**src/rtl/i2c_mst.sv**
```systemverilog
// i2c_mst: byte-level I2C master, open-drain SCL/SDA with clock stretching.
// Define I2C_MST_ARB_EN to enable arbitration-loss detection.
module i2c_mst #(
  parameter int PRE_W = 16
) (
  input  logic             clk,
  input  logic             rstn,
  input  logic             cr_en,
  input  logic [PRE_W-1:0] prescale,
  input  logic             cmd_valid,
  output logic             cmd_ready,
  input  logic             cmd_sta,
  input  logic             cmd_sto,
  input  logic             cmd_rd,
  input  logic             cmd_ack,
  input  logic [7:0]       cmd_dat,
  output logic [7:0]       rx_dat,
  output logic             rx_nak,
  output logic             done,
  output logic             cmd_err,
  output logic             arb_lost,
  output logic             owned,
  output logic             scl_o,
  input  logic             scl_i,
  output logic             sda_o,
  input  logic             sda_i
);

  typedef enum logic [2:0] {
    S_IDLE, S_START, S_DATA, S_STOP, S_HOLD
  } state_e;

  state_e           state_q, state_d;
  logic [PRE_W-1:0] pre_q, pre_d;
  logic [PRE_W-1:0] cnt_q, cnt_d;
  logic [1:0]       qtr_q, qtr_d;
  logic [3:0]       bit_q, bit_d;
  logic [7:0]       tx_q, tx_d;
  logic [7:0]       sh_q, sh_d;
  logic [7:0]       rx_q, rx_d;
  logic             sto_q, sto_d;
  logic             rd_q, rd_d;
  logic             ack_q, ack_d;
  logic             nak_q, nak_d;
  logic             rxn_q, rxn_d;
  logic             done_q, done_d;
  logic             err_q, err_d;
  logic             arb_q, arb_d;
  logic             own_q, own_d;
  logic             scl_last_q;
  logic             busy, stall, tick, samp, last, acc, lost;

  // Line levels follow the current state/quarter directly
  always_comb begin
    scl_o = 1'b1;
    sda_o = 1'b1;
    unique case (state_q)
      S_START: begin
        scl_o = (qtr_q == 2'd0) ? scl_last_q : (qtr_q != 2'd3);
        sda_o = (qtr_q < 2'd2);
      end
      S_DATA: begin
        scl_o = (qtr_q == 2'd1) || (qtr_q == 2'd2);
        if (bit_q == 4'd0) sda_o = rd_q ? ack_q : 1'b1;
        else               sda_o = rd_q ? 1'b1 : tx_q[7];
      end
      S_STOP: begin
        scl_o = (qtr_q != 2'd0);
        sda_o = (qtr_q >= 2'd2);
      end
      S_HOLD: begin
        scl_o = 1'b0;
        sda_o = 1'b1;
      end
      default: ;
    endcase
  end

  assign busy = (state_q == S_START) || (state_q == S_DATA) ||
                (state_q == S_STOP);
  assign stall = (qtr_q == 2'd1) && !scl_i;
  assign tick = busy && !stall && (cnt_q == pre_q);
  assign samp = tick && (qtr_q == 2'd1);
  assign last = tick && (qtr_q == 2'd3);
  assign cmd_ready = cr_en &&
                     ((state_q == S_IDLE) || (state_q == S_HOLD));
  assign acc = cmd_valid && cmd_ready;

`ifdef I2C_MST_ARB_EN
  // Only bits this master actually drives can be lost
  always_comb begin
    lost = 1'b0;
    if (samp && sda_o && !sda_i) begin
      if (state_q == S_START) lost = 1'b1;
      if (state_q == S_DATA &&
          ((bit_q == 4'd0) ? rd_q : !rd_q)) lost = 1'b1;
    end
  end
`else
  assign lost = 1'b0;
`endif

  always_comb begin
    state_d = state_q;
    pre_d   = pre_q;
    cnt_d   = cnt_q;
    qtr_d   = qtr_q;
    bit_d   = bit_q;
    tx_d    = tx_q;
    sh_d    = sh_q;
    rx_d    = rx_q;
    sto_d   = sto_q;
    rd_d    = rd_q;
    ack_d   = ack_q;
    nak_d   = nak_q;
    rxn_d   = rxn_q;
    own_d   = own_q;
    done_d  = 1'b0;
    err_d   = 1'b0;
    arb_d   = 1'b0;

    if (busy && !stall) cnt_d = tick ? '0 : cnt_q + 1'b1;
    if (tick) qtr_d = qtr_q + 2'd1;
    if (samp && state_q == S_DATA) begin
      if (bit_q == 4'd0) nak_d = sda_i;
      else               sh_d  = {sh_q[6:0], sda_i};
    end

    unique case (state_q)
      S_IDLE, S_HOLD: begin
        if (acc) begin
          pre_d = prescale;
          cnt_d = '0;
          qtr_d = 2'd0;
          bit_d = 4'd8;
          tx_d  = cmd_dat;
          sto_d = cmd_sto;
          rd_d  = cmd_rd;
          ack_d = cmd_ack;
          if (cmd_sta) begin
            state_d = S_START;
            own_d   = 1'b1;
          end else if (state_q == S_HOLD) begin
            state_d = S_DATA;
          end else begin
            err_d = 1'b1;
          end
        end
      end
      S_START: if (last) state_d = S_DATA;
      S_DATA: begin
        if (last) begin
          tx_d = {tx_q[6:0], 1'b0};
          if (bit_q != 4'd0) begin
            bit_d = bit_q - 4'd1;
          end else if (sto_q) begin
            state_d = S_STOP;
          end else begin
            state_d = S_HOLD;
            done_d  = 1'b1;
            if (rd_q) rx_d  = sh_q;
            else      rxn_d = nak_q;
          end
        end
      end
      S_STOP: begin
        if (last) begin
          state_d = S_IDLE;
          done_d  = 1'b1;
          own_d   = 1'b0;
          if (rd_q) rx_d  = sh_q;
          else      rxn_d = nak_q;
        end
      end
      default: state_d = S_IDLE;
    endcase

    if (lost) begin
      state_d = S_IDLE;
      own_d   = 1'b0;
      arb_d   = 1'b1;
      done_d  = 1'b1;
    end
    if (!cr_en) begin
      state_d = S_IDLE;
      own_d   = 1'b0;
      done_d  = 1'b0;
      err_d   = 1'b0;
      arb_d   = 1'b0;
    end
  end

  always_ff @(posedge clk) begin
    if (!rstn) begin
      state_q    <= S_IDLE;
      pre_q      <= '0;
      cnt_q      <= '0;
      qtr_q      <= 2'd0;
      bit_q      <= 4'd0;
      tx_q       <= 8'd0;
      sh_q       <= 8'd0;
      rx_q       <= 8'd0;
      sto_q      <= 1'b0;
      rd_q       <= 1'b0;
      ack_q      <= 1'b0;
      nak_q      <= 1'b0;
      rxn_q      <= 1'b0;
      done_q     <= 1'b0;
      err_q      <= 1'b0;
      arb_q      <= 1'b0;
      own_q      <= 1'b0;
      scl_last_q <= 1'b1;
    end else begin
      state_q    <= state_d;
      pre_q      <= pre_d;
      cnt_q      <= cnt_d;
      qtr_q      <= qtr_d;
      bit_q      <= bit_d;
      tx_q       <= tx_d;
      sh_q       <= sh_d;
      rx_q       <= rx_d;
      sto_q      <= sto_d;
      rd_q       <= rd_d;
      ack_q      <= ack_d;
      nak_q      <= nak_d;
      rxn_q      <= rxn_d;
      done_q     <= done_d;
      err_q      <= err_d;
      arb_q      <= arb_d;
      own_q      <= own_d;
      scl_last_q <= scl_o;
    end
  end

  assign rx_dat   = rx_q;
  assign rx_nak   = rxn_q;
  assign done     = done_q;
  assign cmd_err  = err_q;
  assign arb_lost = arb_q;
  assign owned    = own_q;

endmodule

```
**config.mk**
```make
export PLATFORM = sky130hd
export DESIGN_NAME = i2c_mst
export DESIGN_NICKNAME = d
export VERILOG_FILES = /design/src/rtl/i2c_mst.sv
export SDC_FILE = /design/constraint.sdc
export NUM_CORES = 1
export LEC_CHECK = 0
export BUFFER_PORTS_ARGS = -buffer_cell sky130_fd_sc_hd__clkbuf_2
export CORE_MARGIN = 3
export CORE_UTILIZATION = 35
export CTS_CLUSTER_DIAMETER = 200
export DETAILED_ROUTE_END_ITERATION = 16
export GPL_ROUTABILITY_DRIVEN = 0
export PLACE_DENSITY = 0.63
export SYNTH_ARGS = -nofsm -noshare
export SYNTH_HDL_FRONTEND = slang
export SYNTH_SLANG_ARGS = --single-unit
```
**constraint.sdc**
```tcl
create_clock -name clk -period 2.3 [get_ports clk]
set_input_delay 0.46 -clock clk [delete_from_list [all_inputs] [get_ports clk]]
set_output_delay 0.46 -clock clk [all_outputs]
set_load 0.05 [all_outputs]
```
Word-level counts from Yosys, hierarchy flattened
Cells that the tools add are included.
Widths: inputs -> output; s select.
- flip-flop bits (word level): 74
- add/subtract/negate cells: 3
- eq/ne operators: 18
- reduce and logical (&&, ||, !) cells: 33
- $lt $le $gt $ge: 2
- mux-type cells: 51
- bitwise gates (word level): 5
- operators with widths (kind ; count):
    $mux 16 ; 4
    $mux 8 ; 7
    $pmux 8 s2 ; 2
    $mux 3 ; 8
    $mux 1 ; 17
    $add 16x1->16 const B ; 1
    $eq 16x16->1 ; 1
    $ne 2x2->1 const B ; 8
    $mux 4 ; 3
    $pmux 3 s4 ; 1
    $logic_and 1x1->1 ; 8
    $pmux 4 s2 ; 1
    $reduce_and 2->1 ; 4
    $reduce_and 4->1 ; 2
    $reduce_bool 2->1 ; 4
    $eq 3x2->1 const B ; 2
    $mux 2 ; 3
    $pmux 1 s2 ; 3
    $reduce_and 6->1 ; 1
    $not 1->1 ; 5
    $reduce_and 5->1 ; 1
    $reduce_or 5->1 ; 1
    $eq 2x2->1 const B ; 2
    $logic_not 4->1 ; 1
    18 further kinds ; 22

Depth between registers and ports, before layout
Gate-level depths: netlist (run 1).
- depth in word-level cells: 9
- gate-level depth with buffers: 10
- gate-level depth less buffers: 8

Worst setup path after synthesis (run 1)
OpenSTA, ideal clock, no wires.
- path type: register to output
- start point: register qtr_q[0]
- end point: output scl_o
- stages on the path, launching flop included: 7
- required time: 1.840 ns
- setup slack: -0.274 ns
- arrival time: 2.114 ns
- cell sequence: dfxtp_1 inv_1 ha_1 nand2b_1 o31ai_1 a22o_1 o21ai_0
- longest elaborated chain between the ends: 3
- ends and longest elaborated chain (element ; RTL line ; source):
    from (decl) ; 36 ; logic [1:0] qtr_q, qtr_d;
    from (signal assigned) ; 217 ; qtr_q <= qtr_d;
    $ne 2x2->1 (tied with other cells) ; 59 ; scl_o = (qtr_q == 2'd0) ? scl_last_q : (qtr_q != 2'd3);
    $mux 1 or $logic_or 1x1->1 (tied branches) ; 59, 63 ;
    $pmux 1 s4 * ; 57 ; unique case (state_q)
    to (decl) ; 23 ; output logic scl_o,
Mark *: on every way between the ends. The rest lies on a longest branch, timed or not.

Final worst setup path (run 1)
- start point: register bit_q[0]
- end point: output sda_o
- longest elaborated chain between the ends: 3
- ends and longest elaborated chain (element ; RTL line ; source):
    from (decl) ; 37 ; logic [3:0] bit_q, bit_d;
    from (signal assigned) ; 218 ; bit_q <= bit_d;
    $logic_not 4->1 ; 64 ; if (bit_q == 4'd0) sda_o = rd_q ? ack_q : 1'b1;
    $mux 1 ; 64 ;
    $pmux 1 s3 ; 57 ;
    to (decl) ; 25 ; output logic sda_o,
Every way passes these cells.

==> results.ini, run 1 <==
[logic_synthesis]
syn_nets=455
synth_top_cell_by_area=dfxtp_1
synth_edf_count=0
synth_cell_type_count=51
seq_area_frac_synth_pct=42.70
ys_top_cells_by_area=dfxtp_1 43%, nand2_1 9.6%, xnor2_1 5.8%
ys_seq_elements=74
syn_inst=414
synth_top_area_share_pct=42.70
synth_area_mm2=0.003470
yosysWarnings=0
synth_ff_type=dfxtp_1
async_reset_ff_share_pct=0
syn_avg_cell_area_um2=8.381

[worst_setup_path]
required_ns=1.84
slowest_delay_ns=0.39
r2r-start=qtr_q[1]$_SDFF_PN0_
cp_max_fo=2
criticalPathCategory=register to output port
cp-end-kind=output port
crit_start=bit_q[0]$_SDFFE_PN0P_
cp.arrival_ns=1.99
slowest_stage=or3b_4
start_kind=register
path_cells=inv_2 -> ha_4 -> or3b_4 -> o31ai_4 -> a22oi_2 -> or2_4 -> clkbuf_16

[grt]
grt_first_pass_wirelength_mm=13.91
antenna_found_initial=0
grt_pass1_vias=3050
grt_util_all_layers_pct=15.49
grt_max_degree=23
grt_overflow_total=0

[run_status]
outcome=complete, but fails checks
violations=setup timing

[timing]
setup_viol=1
worst_pin_slew_ns=0.5949
fin_crit_ns=2.445
finalSetupTns_ns=-0.1454
hold_violations=0
holdWs_ns=0.3156
rsz0062_at_grt=yes
setup_ws_ns=-0.1454
fin_crit_sh_pct=106.3
skew_ns=0.01273
slew_violations=0
slew_headroom_pct=59.92
fmax_mhz=408.9

[clock_tree]
clock_latency_ns=0.35
htreeDepth=3
clockRootBuffer=clkbuf_8
clkTransAtPathRegs_ns=0.09
cts_tree=done
clock-sinks=74
cts-hold-fix-buffers=0
cts_buffers=9
cts.path.max_buffers=2

[detailed_routing]
routedWlPerCell_um=13.36
drc=0
drtIter0Drc=128
finalWirelength_mm=8.311
drt_first_pass_iters=4
ant_nets=0
viasPerCell=4.918
via_count=3059

[floorplanning]
rows=35
die_y_um=105.6
io_pins=50
die_area_mm2=0.01114
die_width_um=105.6
start_util_pct=36.85
core_mm2=0.009415

[final_layout]
design_area_mm2=0.004414
multiInputGateArea_mm2=0.001946
final_cells=622
layout-drive-gt1-share_pct=27.18
num-nets-final=529
register_area_mm2=0.001486
diodes=0
n_fill_cell=905
layout_commonest_cell=nand2_1
mostFrequentLayoutCells=89 x nand2_1, 70 x dfxtp_1, 46 x clkbuf_2
syn_to_final_growth_pct=27.23

[power_and_ir_drop]
max-vdd-ir-drop_uv=351.9
p_per_area_mw_per_mm2=579.1
p_leak_nw=1.701

[run]
maxCapViolations=0

[placed_design]
placedCellCount=602
dpl_cell_area_mm2=0.004080
hpwlAfterDp_mm=6.037
io_buffers=48

[hold_path]
hp-class=input port to register
min_from=prescale[2]

## cell usage after synthesis, drive strengths merged (3+ instances only)
master	number
a21oi	28
a311oi	7
and3	5
and4	3
buf	5
clkbuf	17
dfxtp	74
ha	7
inv	11
mux2i	19
nand2	89
nand2b	3
nand3	10
nand4	9
nor2	37
nor2b	4
nor3	5
nor4	4
o21ai	12
o31ai	3
or2	3
or3	5
xnor2	23
xor2	8
## power breakdown
| group | leakage (nW) | total, W | switching (W) | internal (W) |
|---|---|---|---|---|
| combinational | 1.02 | 0.000299 | 0.000172 | 0.000127 |
| clock | 0.0835 | 0.000920 | 0.000517 | 0.000403 |
| sequential | 0.602 | 0.00134 | 0.0000252 | 0.00131 |
| total | 1.70 | 0.00256 | 0.000714 | 0.00184 |
## critical path, delay by kind of cell (launching register included)
| kind | cells | cell delay (ns) |
|---|---|---|
| AND/OR/NAND/NOR | 2 | 0.64 |
| AO/OA/AOI/OAI | 2 | 0.30 |
| buffers and inverters | 2 | 0.25 |
| adder cells (fa/ha/maj) | 1 | 0.13 |
| flip-flops | 1 | 0.33 |
## per-layer routing
layer,wire length (um),track usage (%)
met4,170,7.956
met3,290,2.633
met1,3843,19.51
met5,0,0
met2,4007,25.41
## final timing paths
check | endpoint | slack, ns | cells past startpoint
setup / recovery | sda_o | -0.15 | 7
hold / removal | pre_q[2]$_SDFFE_PN0N_ | 0.32 | 3
setup reg to reg | bit_q[0]$_SDFFE_PN0P_ | 0.07 | 9
hold reg to reg | rx_dat[5]$_SDFFE_PN0P_ | 0.46 | 2
## sequential cells by signal, indices dropped and copies added, names as in the netlist, 2 cells and up
register / cells
bit_q: 4
cnt_q: 16
pre_q: 16
qtr_q: 2
rx_dat: 8
sh_q: 8
state_q: 3
tx_q: 8
## area by class of cell
class,count,share of cell area (%)
multi-input cells,307,44.08
clock buffers,10,2.891
flip-flops and latches,74,33.67
clock inverters,6,1.134
inverters,11,0.9354
well taps,129,3.656
repair buffers,85,13.63
## per-stage QoR
stage	total power, W	util (%)	setup slack [ns]
floorplan	0.001538	-	0.003729
global placement	0.001650	43.34	-0.02729
detailed placement	0.001652	43.34	-0.03429
CTS	0.002584	46.27	-0.2262
global route	0.002679	46.88	-0.2216
finish	0.002556	46.88	-0.1454
## timing repair
action                                 CTS  global route
gates resized for setup                 23            12
endpoints found under the hold margin    0             0
setup buffers                            2             3
setup endpoints to repair                2            26
pin swaps                                7            14
## cells by family after synthesis
group / after synthesis / share of synthesized area (%)
and+or+nand+nor: 185 / 25.89
DFF: 74 / 42.70
AOI/OAI and AO/OA: 63 / 11.25
buffers and inverters: 33 / 3.894
xor gates and xnor gates: 31 / 7.825
muxes: 20 / 5.806
adders and majority gates: 7 / 2.524
other: 1 / 0.1081
Note: power is estimated with default switching activity, not from simulation.
==> run 2, diff against run 1 <==
ABC_AREA = 1   (was not set)
==> run 2 against run 1 <==
  * Combinational power rose by 34%
  * The flow now finishes without violations
  * Non-clock buffer count decreased by 20
  * Critical endpoint is now scl_o
  * Worst hold slack better by 0.0041 ns
  * Critical path depth unchanged
  * Sequential power hardly changed
  * Wire length rose by 15%
  * Clock power up 1%
  * Count of clock-buffer cells in the layout shrank 1
  * Core utilization down 3.9 points
  * Cell area grew 2.0%
  * Maximum frequency rose by 13%
==> results.ini, run 2 <==
[run_status]
outcome=finished, final reports clean

[logic_synthesis]
synth_common_cells=141 x nand2_1, 74 x dfxtp_1, 71 x nor2_1
syn_avg_cell_area_um2=6.804
synth_area_mm2=0.003824
syn_inst=562
syn_nets=603
synth_edf_count=0
synth_cell_type_count=36
async_reset_ff_share_pct=0
ys_seq_elements=74
ys_top_cells_by_area=dfxtp_1 39%, nand2_1 14%, nor2_1 7.0%
synth_ff_type=dfxtp_1
synth_top_area_share_pct=38.74
yosysWarnings=0
seq_area_frac_synth_pct=38.74
yosysMostFrequentCell=nand2_1
synth_top_cell_by_area=dfxtp_1

[floorplanning]
core_mm2=0.01046
io_pins=50
rows=37
die_width_um=110.5
start_util_pct=36.55
die_y_um=110.5
die_area_mm2=0.01221

[final_layout]
final_cells=761
layout-drive-gt1-share_pct=20.96
num-nets-final=661
diodes=0
syn_to_final_growth_pct=17.70
reg_top3=cnt_q: 16 flops, pre_q: 16 flops
mostFrequentLayoutCells=141 x nand2_1, 71 x dfxtp_1, 69 x nor2_1
layout_commonest_cell=nand2_1
design_area_mm2=0.004501

[worst_setup_path]
r2r_setup_slack_ns=0.24
criticalPathCategory=register to output port
required_ns=1.84
cp.arrival_ns=1.71
r2r-start=qtr_q[0]$_SDFF_PN0_
reg2reg_to=sh_q[7]$_SDFFE_PN0P_
start_kind=register
cp_max_fo=3
crit_start=state_q[1]$_SDFFE_PN0P_
worstRegToRegCells=10
cp-end-kind=output port
crit_end=scl_o

[timing]
hold_violations=0
fmax_mhz=460.6
slew_headroom_pct=66.94
fin_crit_ns=2.171
skew_ns=0.01522
slew_violations=0
setup_ws_ns=0.1287
fin_crit_sh_pct=94.40
setup_viol=0
finalSetupTns_ns=0
rsz0062_at_grt=no
worst_pin_slew_ns=0.4914

[placed_design]
place_ws_ns=0.2162
hpwlAfterDp_mm=7.145
dpl_cell_area_mm2=0.004229
placedCellCount=739
io_buffers=48

[power_and_ir_drop]
power.share.combinational_pct=14.9
p_total_w=0.002683
p_switching_w=0.0008224
p_per_area_mw_per_mm2=596.2
p_leak_nw=1.933
clkPwrFrac_pct=34.8
sequentialPowerShare_pct=50.4
p_int_w=0.001861
netSwitchingFraction_pct=30.65
max-vdd-ir-drop_uv=250.8

[grt]
grt_pass1_vias=3529
grt_first_pass_wirelength_mm=16.08
antenna_found_initial=0
grt_max_degree=26
grt_util_all_layers_pct=15.84
grt_overflow_total=0

[clock_tree]
cts_buffers=9
clock_latency_ns=0.37
cts_tree=done
clock-sinks=74
htreeDepth=3
clockRootBuffer=clkbuf_8
clkTransAtPathRegs_ns=0.09
cts.path.max_buffers=2

[detailed_routing]
via_count=3729
finalWirelength_mm=9.597
ant_nets=0
drt_first_pass_iters=5
drtIter0Drc=240
viasPerCell=4.900
routedWlPerCell_um=12.61
drc=0

[run]
maxCapViolations=0

[hold_path]
hp-class=input port to register

==> run 2: cell count changes after synthesis, sizes merged, moves of 6 or more <==
cell    change
xnor2      -20
clkbuf      -6
a21oi      +20
a311oi      -7
nand3      +18
nand2      +57
inv        +50
mux2i      -19
o21ai      +30
nor2       +48
==> run 2: per-layer routing <==
metal	part of all wire (%)	track usage (%)	vias to the layer above
li1	-	-	1929
met4	2.3	7.800	0
met1	48	20.19	1684
met2	45	25.57	98
met3	4.5	3.068	18
met5	0	0	-
==> run 2: logic make-up after synthesis <==
family	count (synthesis)	synth area share, %
xor+xnor	10	2.291
buf+inv	79	8.279
other cells	1	0.09807
fa+ha+maj	7	2.290
flops	74	38.74
compound gates	99	13.58
simple gates	292	34.72
==> run 2: cell type report <==
class	instances	area, um2
clock buffer	9	123.9
inverter	61	229.0
multi-input combinational	409	2059
tap	136	170.2
fill	1111	5962
timing repair buffer	65	380.4
sequential	74	1485
clock inverter	7	52.55
==> run 2: power groups by stage <==
stage	Combinational (W)	Sequential, W	Clock, W
finish	0.000400	0.00135	0.000932
global route	0.000449	0.00136	0.00101
CTS	0.000387	0.00135	0.000960
detailed placement	0.000380	0.00138	0
global placement	0.000376	0.00138	0
floorplan	0.000267	0.00138	0
==> run 2: critical path, stage by stage, from the launching register on <==
cell     delay [ns]
dfxtp_1        0.36
nor2_4         0.17
inv_2          0.07
nor2_2         0.12
nor2_1         0.06
nor4_2         0.30
inv_1          0.09
buf_6          0.16
==> run 2: through the flow <==
step	hold WS (ns)	utilization, %
CTS	0.3028	42.33
finish	0.3196	43.02
detailed placement	0.4549	40.42
global route	0.3198	43.02
floorplan	0.4374	-
global placement	0.4509	40.42
==> run 2: worst min path at each step <==
| stage | depth (start not counted) | start | end |
|---|---|---|---|
| finish | 3 | prescale[2] | pre_q[2]$_SDFFE_PN0N_ |
| global route | 2 | cmd_sta | cmd_err$_SDFF_PP0_ |
| floorplan | 2 | tx_q[7]$_SDFFE_PN0P_ | tx_q[7]$_SDFFE_PN0P_ |
| global placement | 2 | tx_q[1]$_SDFFE_PN0P_ | tx_q[1]$_SDFFE_PN0P_ |
| detailed placement | 2 | rx_nak$_SDFFE_PN0P_ | rx_nak$_SDFFE_PN0P_ |
| CTS | 3 | prescale[2] | pre_q[2]$_SDFFE_PN0N_ |
==> run 2: timing repair <==
action                                  in CTS  in global routing
setup buffers                                1                  5
gates resized for setup                      6                 12
hold buffers                                 0                  0
pin swaps                                    2                  3
endpoints found under the setup margin       2                  2
hold endpoints to repair                     0                  0
